$ cat src/rtl/mesh_link_buffer.sv
// mesh_link_buffer
//   Credit-style link buffer for one mesh port. Upstream flits are queued in a
//   small FIFO and presented to the downstream side, oldest first. A packet
//   tracker watches the flits leaving the FIFO and counts whole packets.
//
//   Packet format (as seen on pops):
//     flit 0 : header (any value)
//     flit 1 : size, low CNT_WIDTH bits = number of payload flits that follow
//     flit 2+: payload
//
// Ports
//   clock      in   single clock, rising edge
//   reset      in   asynchronous, active-low
//   rx         in   upstream flit valid
//   data_i     in   upstream flit [FLIT_WIDTH]
//   credit_o   out  space available to upstream
//   tx         out  downstream flit valid (FIFO not empty)
//   data_o     out  FIFO head flit [FLIT_WIDTH], 0 when empty
//   credit_i   in   downstream can accept
//   flit_cnt   out  saturating count of flits delivered downstream [CNT_WIDTH]
//   pkt_cnt    out  saturating count of complete packets delivered [CNT_WIDTH]
//   in_packet  out  packet tracker is not in HDR
//   overflow   out  sticky: a flit arrived while the FIFO was full
//
// Packet tracker states
//   state      | meaning
//   ST_HDR     | waiting for the header flit of the next packet
//   ST_SIZE    | header popped, next pop carries the payload length
//   ST_PAYLOAD | r_remaining payload flits still to be popped
//
// GROUND = 1 marks a link on the mesh border. The enable w_active ties every
// push/pop/status path low, so all state stays at its reset value and the
// storage has no write path left.

module mesh_link_buffer #(
  parameter int FLIT_WIDTH = 32,
  parameter int DEPTH      = 4,
  parameter int CNT_WIDTH  = 16,
  parameter int GROUND     = 0
) (
  input  logic                  clock,
  input  logic                  reset,
  input  logic                  rx,
  input  logic [FLIT_WIDTH-1:0] data_i,
  output logic                  credit_o,
  output logic                  tx,
  output logic [FLIT_WIDTH-1:0] data_o,
  input  logic                  credit_i,
  output logic [CNT_WIDTH-1:0]  flit_cnt,
  output logic [CNT_WIDTH-1:0]  pkt_cnt,
  output logic                  in_packet,
  output logic                  overflow
);

  localparam int PTR_W = $clog2(DEPTH);
  localparam logic [PTR_W:0] FULL_CNT = (PTR_W + 1)'(DEPTH);

  typedef enum logic [1:0] {
    ST_HDR,
    ST_SIZE,
    ST_PAYLOAD
  } state_t;

  logic                  w_active;
  logic [FLIT_WIDTH-1:0] r_mem [DEPTH];
  logic [PTR_W-1:0]      r_wr_ptr;
  logic [PTR_W-1:0]      r_rd_ptr;
  logic [PTR_W:0]        r_count;
  logic                  r_overflow;
  logic [CNT_WIDTH-1:0]  r_flit_cnt;
  logic [CNT_WIDTH-1:0]  r_pkt_cnt;
  logic [CNT_WIDTH-1:0]  r_remaining;
  state_t                r_state;

  logic                  w_full;
  logic                  w_not_empty;
  logic                  w_push;
  logic                  w_pop;
  logic [FLIT_WIDTH-1:0] w_head;
  logic [CNT_WIDTH-1:0]  w_size;
  state_t                w_state_nxt;
  logic [CNT_WIDTH-1:0]  w_remaining_nxt;
  logic                  w_pkt_done;

  assign w_active    = (GROUND == 0);
  assign w_full      = (r_count == FULL_CNT);
  assign w_not_empty = (r_count != '0);

  // Outputs are gated by reset so they read 0 the moment reset asserts and
  // credit_o rises combinationally as soon as it is released.
  assign credit_o = w_active & reset & ~w_full;
  assign tx       = w_active & reset & w_not_empty;
  assign w_head   = r_mem[r_rd_ptr];
  assign data_o   = tx ? w_head : '0;

  // A flit arriving while full is dropped even if a pop frees a slot on the
  // same edge: the upstream side was told there was no credit.
  assign w_push = w_active & rx & ~w_full;
  assign w_pop  = tx & credit_i;

  assign w_size = CNT_WIDTH'(w_head);

  always_ff @(posedge clock) begin
    if (w_push) begin
      r_mem[r_wr_ptr] <= data_i;
    end
  end

  always_ff @(posedge clock or negedge reset) begin
    if (!reset) begin
      r_wr_ptr   <= '0;
      r_rd_ptr   <= '0;
      r_count    <= '0;
      r_overflow <= 1'b0;
      r_flit_cnt <= '0;
      r_pkt_cnt  <= '0;
    end else begin
      if (w_push) begin
        r_wr_ptr <= r_wr_ptr + 1'b1;
      end
      if (w_pop) begin
        r_rd_ptr <= r_rd_ptr + 1'b1;
      end
      case ({w_push, w_pop})
        2'b10:   r_count <= r_count + 1'b1;
        2'b01:   r_count <= r_count - 1'b1;
        default: r_count <= r_count;
      endcase
      if (w_active && rx && w_full) begin
        r_overflow <= 1'b1;
      end
      if (w_pop && (r_flit_cnt != '1)) begin
        r_flit_cnt <= r_flit_cnt + 1'b1;
      end
      if (w_pkt_done && (r_pkt_cnt != '1)) begin
        r_pkt_cnt <= r_pkt_cnt + 1'b1;
      end
    end
  end

  always_ff @(posedge clock or negedge reset) begin
    if (!reset) begin
      r_state     <= ST_HDR;
      r_remaining <= '0;
    end else begin
      r_state     <= w_state_nxt;
      r_remaining <= w_remaining_nxt;
    end
  end

  always_comb begin
    w_state_nxt     = r_state;
    w_remaining_nxt = r_remaining;
    w_pkt_done      = 1'b0;
    if (w_pop) begin
      case (r_state)
        ST_HDR: begin
          w_state_nxt = ST_SIZE;
        end
        ST_SIZE: begin
          w_remaining_nxt = w_size;
          if (w_size != '0) begin
            w_state_nxt = ST_PAYLOAD;
          end else begin
            w_state_nxt = ST_HDR;
            w_pkt_done  = 1'b1;
          end
        end
        ST_PAYLOAD: begin
          w_remaining_nxt = r_remaining - 1'b1;
          if (r_remaining == CNT_WIDTH'(1)) begin
            w_state_nxt = ST_HDR;
            w_pkt_done  = 1'b1;
          end
        end
        default: begin
          w_state_nxt = ST_HDR;
        end
      endcase
    end
  end

  assign flit_cnt  = r_flit_cnt;
  assign pkt_cnt   = r_pkt_cnt;
  assign in_packet = (r_state != ST_HDR);
  assign overflow  = r_overflow;

endmodule

$ cat config.mk
export PLATFORM = sky130hd
export DESIGN_NAME = mesh_link_buffer
export DESIGN_NICKNAME = d
export VERILOG_FILES = /design/src/rtl/mesh_link_buffer.sv
export SDC_FILE = /design/constraint.sdc
export NUM_CORES = 1
export LEC_CHECK = 0
export ABC_AREA = 1
export CAP_MARGIN = 20
export CORE_ASPECT_RATIO = 0.75
export CORE_MARGIN = 8
export CORE_UTILIZATION = 45
export CTS_CLUSTER_SIZE = 24
export DETAILED_ROUTE_END_ITERATION = 8
export GPL_ROUTABILITY_DRIVEN = 0
export PLACE_DENSITY = 0.72
export SLEW_MARGIN = 10
export SYNTH_ARGS = -nofsm -noshare
export SYNTH_HDL_FRONTEND = slang
export SYNTH_SLANG_ARGS = --single-unit
$ cat constraint.sdc
create_clock -name clock -period 7.44 [get_ports clock]
set_input_delay 1.488 -clock clock [delete_from_list [all_inputs] [get_ports clock]]
set_output_delay 1.488 -clock clock [all_outputs]
set_load 0.01 [all_outputs]
==> run summary, run 1 <==
Reg clk slew, reported paths: 70 ps
drt drc: 0
cell taking the most area after synthesis: edfxtp_1
Slowest cell on crit path: inv_2
P_sw: 1.348 mW
FF/Latch Area: 5296 um^2
fin crit share: 0.6219
Post-synth EDFFs: 128
Die Height: 133.5 um
sequential fraction of the synthesis area: 0.6391
via count: 5977
setup TNS: 0 ps
Resized Gates After CTS: 0
Startpoint Class: register
hold path start: overflow$_DFFE_PN0P_
Starting Density: 0.4529
placed wire-length estimate: 11570 um
Core Util, Final: 0.5540
largest net degree at the start of global routing: 68
crit path max fanout: 67
synthesized net count: 869
P_int: 2.290 mW
port buffer count: 103
final WL: 18480 um
top-area cell type share of the netlist area: 0.4639
CP peak stage delay: 850 ps
Setup WS pre-CTS: 2912 ps
worst path cell trace: buf_4, inv_2, nand2_1, nand3_1, nand2_1, nor2_1, clkdlybuf4s50_1
Worst VDD drop: 0.0001840 V
fmax: 216.1 MHz
area delta synth->final: 22.30%
Routed Antenna Nets: 0
cell with the most instances after synthesis: nand2_1
Final Hold Fails: 0
status: completed
clock sink total: 186
most frequent cells after synthesis: nand2_1, edfxtp_1, nor2_1
core area: 18290 um^2
layout cells sized above 1: 0.05394
FF-to-FF Start: r_rd_ptr[0]$_DFFE_PN0P_
Post-Syn Area: 8285 um^2
deepest clock path buffer count: 2
die area: 23050 um^2
clk_lat worst skew: 430 ps
H-tree depth: 4
crit path DAT: 3140 ps
switching share of power: 0.3705
clock root cell: clkbuf_16
global-route wire length before repair: 29750 um
Period minus WS final: 4627 ps
Synth cell types: 32
crit path from: r_rd_ptr[0]$_DFFE_PN0P_
CP endpoint kind: output pin
Worst Skew: 12.89 ps
die width: 172.7 um
Leak: 3.941 nW
Pwr Density: 359.0 nW/um^2
number of antenna violations at the first check in global routing: 0
1st-iter DRT viols: 658
Worst-Margin Slew: 1071 ps
post-route worst setup slack: 2813 ps
number of buffers and inverters on the critical path: 3
synth top area cells: edfxtp_1, dfrtp_1, nand2_1
Pins Over Slew Limit: 0
Initial DRT Pass Iterations: 6
Multi-input gate area: 2614 um^2
slew margin rel.: 0.2846
RSZ-0062 raised after global routing: no
CTS buffer count: 17
Largest delay share family, worst path: buffers and inverters
TritonCTS clock tree: yes
vias in the first global route: 5691
Synth Register Bits: 186
row count: 43
aggregate global routing overflow: 0
ANT cells: 0
Ys Warns: 0
Comb pwr share: 0.370
routed len/inst: 15.74 um
Post-CTS Setup Inserts: 0
Required @ worst endpoint: 5950 ps
Filler cells: 1601
Worst path most repeated cell: nand2_1
Post-synth ARST share: 0.3118
CP Class: register to output pin
HP Class: register to register
I/O pin cnt: 104
ys flop type: edfxtp_1
Nets: 964
DP Area: 9542 um^2
Hold Slack: 470.5 ps
part of the power in registers: 0.396
hold_buf cts: 0
vias per inst: 5.091
design area: 10130 um^2
Final setup viols: 0
Clock Power Share: 0.233
Mapped Cells: 819
GRT Overall Usage: 0.1608
Max Cap Viol: 0
Mean Syn Cell Area: 10.12 um^2
-- cells in the final DEF, fill, tap and decap left out, types with 5 or more instances in the layout --
cell type and instances:
a21oi_1 33, buf_4 5, clkbuf_16 17, clkdlybuf4s50_1 102, clkinvlp_4 5, dfrtp_1 57
edfxtp_1 128, ha_1 13, inv_1 65, nand2_1 167, nand3_1 63, nand4_1 21
nor2_1 117, nor2_4 5, nor3_1 9, o21ai_0 63, xnor2_1 9, xor2_1 16
-- metrics by stage --
stage / total power, mW / std cells
6_report: 3.638 / 1174
2_1_floorplan: 2.272 / 819
5_1_grt: 3.884 / 1174
3_5_place_dp: 2.797 / 1140
4_1_cts: 3.652 / 1172
3_3_place_gp: 2.774 / 1140
-- state kept, by name, indices dropped and copies added (netlist names) --
register,cells
flit_cnt,16
overflow,1
r_mem,128
r_state,2
r_wr_ptr,2
r_remaining,16
pkt_cnt,16
r_count,3
r_rd_ptr,2
-- power by group through the flow --
stage	combinational (mW)	clock (mW)	sequential, mW
floorplan	0.818	0	1.45
global placement	1.31	0	1.46
detailed placement	1.33	0	1.46
CTS	1.35	0.862	1.44
global route	1.51	0.907	1.46
finish	1.35	0.848	1.44
-- layout make-up --
class / instances / share of cell area
Clock inverter: 14 / 0.01210
Timing Repair Buffer: 110 / 0.1089
Clock buffer: 18 / 0.04235
Inverter: 69 / 0.02556
Tap cell: 247 / 0.03050
Sequential cell: 186 / 0.5227
Multi-Input combinational cell: 530 / 0.2579
-- worst paths after layout --
path	endpoint	slack [ps]	depth (start not counted)
hold reg to reg	overflow$_DFFE_PN0P_	470	1
setup reg to reg	pkt_cnt[0]$_DFFE_PN0P_	3780	13
setup / recovery	data_o[9]	2810	7
min in group asynchronous	r_remaining[6]$_DFFE_PN0P_	1290	2
hold / removal	overflow$_DFFE_PN0P_	470	1
max in group asynchronous	r_rd_ptr[0]$_DFFE_PN0P_	5610	2
-- layer usage --
metal / global-route usage / up-vias / part of all wire
met1: 0.2209 / 2850 / 0.47
met2: 0.2472 / 173 / 0.46
met5: 0 / - / 0
met3: 0.04637 / 7 / 0.068
li1: - / 2947 / -
met4: 0.04109 / 0 / 0.0068
-- kinds of logic (layout without fill, tap and decap cells) --
| family | Yosys count | count (layout) | share of synthesized area |
|---|---|---|---|
| simple gates | 385 | 385 | 0.1937 |
| flops | 186 | 186 | 0.6391 |
| compound gates | 105 | 105 | 0.06826 |
| buf+inv | 103 | 211 | 0.04908 |
| xor+xnor | 25 | 25 | 0.02643 |
| fa+ha+maj | 14 | 14 | 0.02205 |
| mux | 1 | 1 | 0.001359 |
No activity file was read; power rests on OpenSTA's default activity.
==> run 2, diff against run 1 <==
- clock period: 7.44 -> 4.7 ns (I/O delays scaled with it)
==> run summary, run 2 (synthesized netlist as in run 1, its figures left out) <==
Filler cells: 1565 (-2.2%)
met1 track demand over resource: 0.2213 (+0.0003817)
FF-to-FF Start: r_rd_ptr[1]$_DFFE_PN0P_
hold path start: overflow$_DFFE_PN0P_
final WL: 18960 um (+2.6%)
Max Cap Viol: 0 (unchanged)
deepest clock path buffer count: 2 (unchanged)
Routed Antenna Nets: 0 (unchanged)
Starting Density: 0.4529 (unchanged)
die width: 172.7 um (unchanged)
H-tree depth: 4 (unchanged)
FF/Latch Area: 5296 um^2 (unchanged)
met2 Resource Use GR: 0.2576 (+0.01047)
Pwr Density: 580.2 nW/um^2 (+62%)
placed wire-length estimate: 12070 um (+4.3%)
number of antenna violations at the first check in global routing: 0 (unchanged)
via count: 5932 (-0.75%)
clock root cell: clkbuf_16
Startpoint Class: register
CP Class: register to output pin
setup TNS: 0 ps (unchanged)
port buffer count: 103 (unchanged)
hold_buf cts: 0 (unchanged)
Required @ worst endpoint: 3760 ps (-2190 ps)
Critical R2R Capture: pkt_cnt[0]$_DFFE_PN0P_
GRT Overall Usage: 0.1679 (+0.007114)
Pins Over Slew Limit: 0 (unchanged)
crit path DAT: 2740 ps (-400 ps)
Worst Hold Depth: 1 (unchanged)
Worst path most repeated cell: nand2_1
post-route worst setup slack: 1022 ps (-1791 ps)
fmax: 271.9 MHz
vias in the first global route: 5821 (+2.3%)
worst path cell trace: inv_2, nand2_1, nand3_1, nand2_1, nor2_1, clkdlybuf4s50_1
largest net degree at the start of global routing: 67 (-1.5%)
die area: 23050 um^2 (unchanged)
Largest delay share family, worst path: buffers and inverters
Leak: 4.003 nW (+1.6%)
cells on worst reg2reg path: 12 (-1)
Resized Gates After CTS: 0 (unchanged)
fin crit share: 0.7826
max FFs per register: 128 (unchanged)
status: completed
flop2flop setup slack: 1500 ps (-2280 ps)
routed len/inst: 16.12 um (+2.4%)
gr busiest metal: met2
Period minus WS final: 3678 ps
global-route wire length before repair: 30840 um (+3.7%)
Worst Skew: 9.053 ps (-3.834 ps)
aggregate global routing overflow: 0 (unchanged)
area delta synth->final: 23.56%
Final setup viols: 0 (unchanged)
HP Class: register to register
core area: 18290 um^2 (unchanged)
commonest non-fill, non-tap cell in the layout: nand2_1
Multi-input gate area: 2614 um^2 (unchanged)
Die Height: 133.5 um (unchanged)
row count: 43 (unchanged)
Initial DRT Pass Iterations: 5 (-1)
CTS buffer count: 17 (unchanged)
1st-iter DRT viols: 456 (-31%)
Setup WS pre-CTS: 1415 ps (-1497 ps)
slew margin rel.: 0.3042 (+0.01952)
Post-CTS Setup Inserts: 0 (unchanged)
Nets: 966 (+0.21%)
CP peak stage delay: 750 ps (-100 ps)
RSZ-0062 raised after global routing: no
clk_lat worst skew: 430 ps (about the same)
CP endpoint kind: output pin
vias per inst: 5.044 (-0.92%)
Worst VDD drop: 0.0003580 V (+95%)
I/O pin cnt: 104 (unchanged)
ANT cells: 0 (unchanged)
Hold EP: overflow$_DFFE_PN0P_
met3 usage: 0.05711 (+0.01074)
largest register by flop count: r_mem
Reg clk slew, reported paths: 70 ps (about the same)
layout cells sized above 1: 0.05705 (+0.003113)
Worst-Margin Slew: 1042 ps (-28.26 ps)
number of buffers and inverters on the critical path: 2 (-1)
TritonCTS clock tree: yes
Slowest cell on crit path: inv_2
clock sink total: 186 (unchanged)
Final Hold Fails: 0 (unchanged)
drt drc: 0 (unchanged)
crit path max fanout: 64 (-4.5%)
most frequent cells in the layout: nand2_1, edfxtp_1, nor2_1, clkdlybuf4s50_1, inv_1
run 2: cell types whose count changed in the layout (fill, tap and decap cells not counted), moves of 2 or more:
cell / previous run / this run
clkinvlp_4: 5 / 1
clkinv_2: 4 / 0
buf_4: 5 / 7
buf_16: 0 / 2
clkinv_8: 0 / 2
inv_8: 0 / 5
buf_12: 2 / 0
run 2: stage by stage:
| step | hold WS (ps) | total power, mW | instances | util | instance area [um^2] |
|---|---|---|---|---|---|
| 6_report | 470.4 | 5.940 | 1176 | 0.5596 | 10240 |
| 4_1_cts | 472.7 | 5.937 | 1174 | 0.5566 | 10180 |
| 2_1_floorplan | 464.0 | 3.597 | 819 | - | 8285 |
| 5_1_grt | 512.2 | 6.328 | 1176 | 0.5596 | 10240 |
| 3_5_place_dp | 446.6 | 4.437 | 1142 | 0.5224 | 9557 |
| 3_3_place_gp | 457.1 | 4.390 | 1142 | 0.5224 | 9557 |
run 2: worst reg2reg max path, delay by kind of cell (launching register included):
| family | cells | cell delay (ps) |
|---|---|---|
| xor+xnor | 1 | 170 |
| buf+inv | 2 | 860 |
| simple gates | 9 | 1690 |
| flops | 1 | 370 |
run 2: layout make-up:
| cell class | count | area share |
|---|---|---|
| Clock buffer | 17 | 0.04155 |
| Clock inverter | 15 | 0.01956 |
| Inverter | 69 | 0.02530 |
| Multi-Input combinational cell | 530 | 0.2553 |
| Sequential cell | 186 | 0.5174 |
| Tap cell | 247 | 0.03019 |
| Timing Repair Buffer | 112 | 0.1107 |
run 2: worst max path at each step:
stage / from / endpoint / slack, ps / cells past startpoint
CTS: r_rd_ptr[0]$_DFFE_PN0P_ / data_o[7] / 1040 / 6
global placement: reset / pkt_cnt[0]$_DFFE_PN0P_ / 1480 / 11
global route: r_rd_ptr[0]$_DFFE_PN0P_ / data_o[7] / 830 / 6
floorplan: rx / r_mem[0][0]$_DFFE_PP_ / 1800 / 2
finish: r_rd_ptr[0]$_DFFE_PN0P_ / data_o[7] / 1020 / 6
detailed placement: reset / pkt_cnt[0]$_DFFE_PN0P_ / 1410 / 11
run 2: layer usage:
layer  up-vias  wire [um]
li1       2954          -
met1      2794       8938
met2       169       8392
met3        15       1403
met4         0        226
met5         -          0
run 2: power by group:
part           switching, mW  internal (mW)  total (mW)
combinational           1.38          0.779        2.15
sequential             0.166           2.13        2.29
clock                  0.674          0.818        1.49
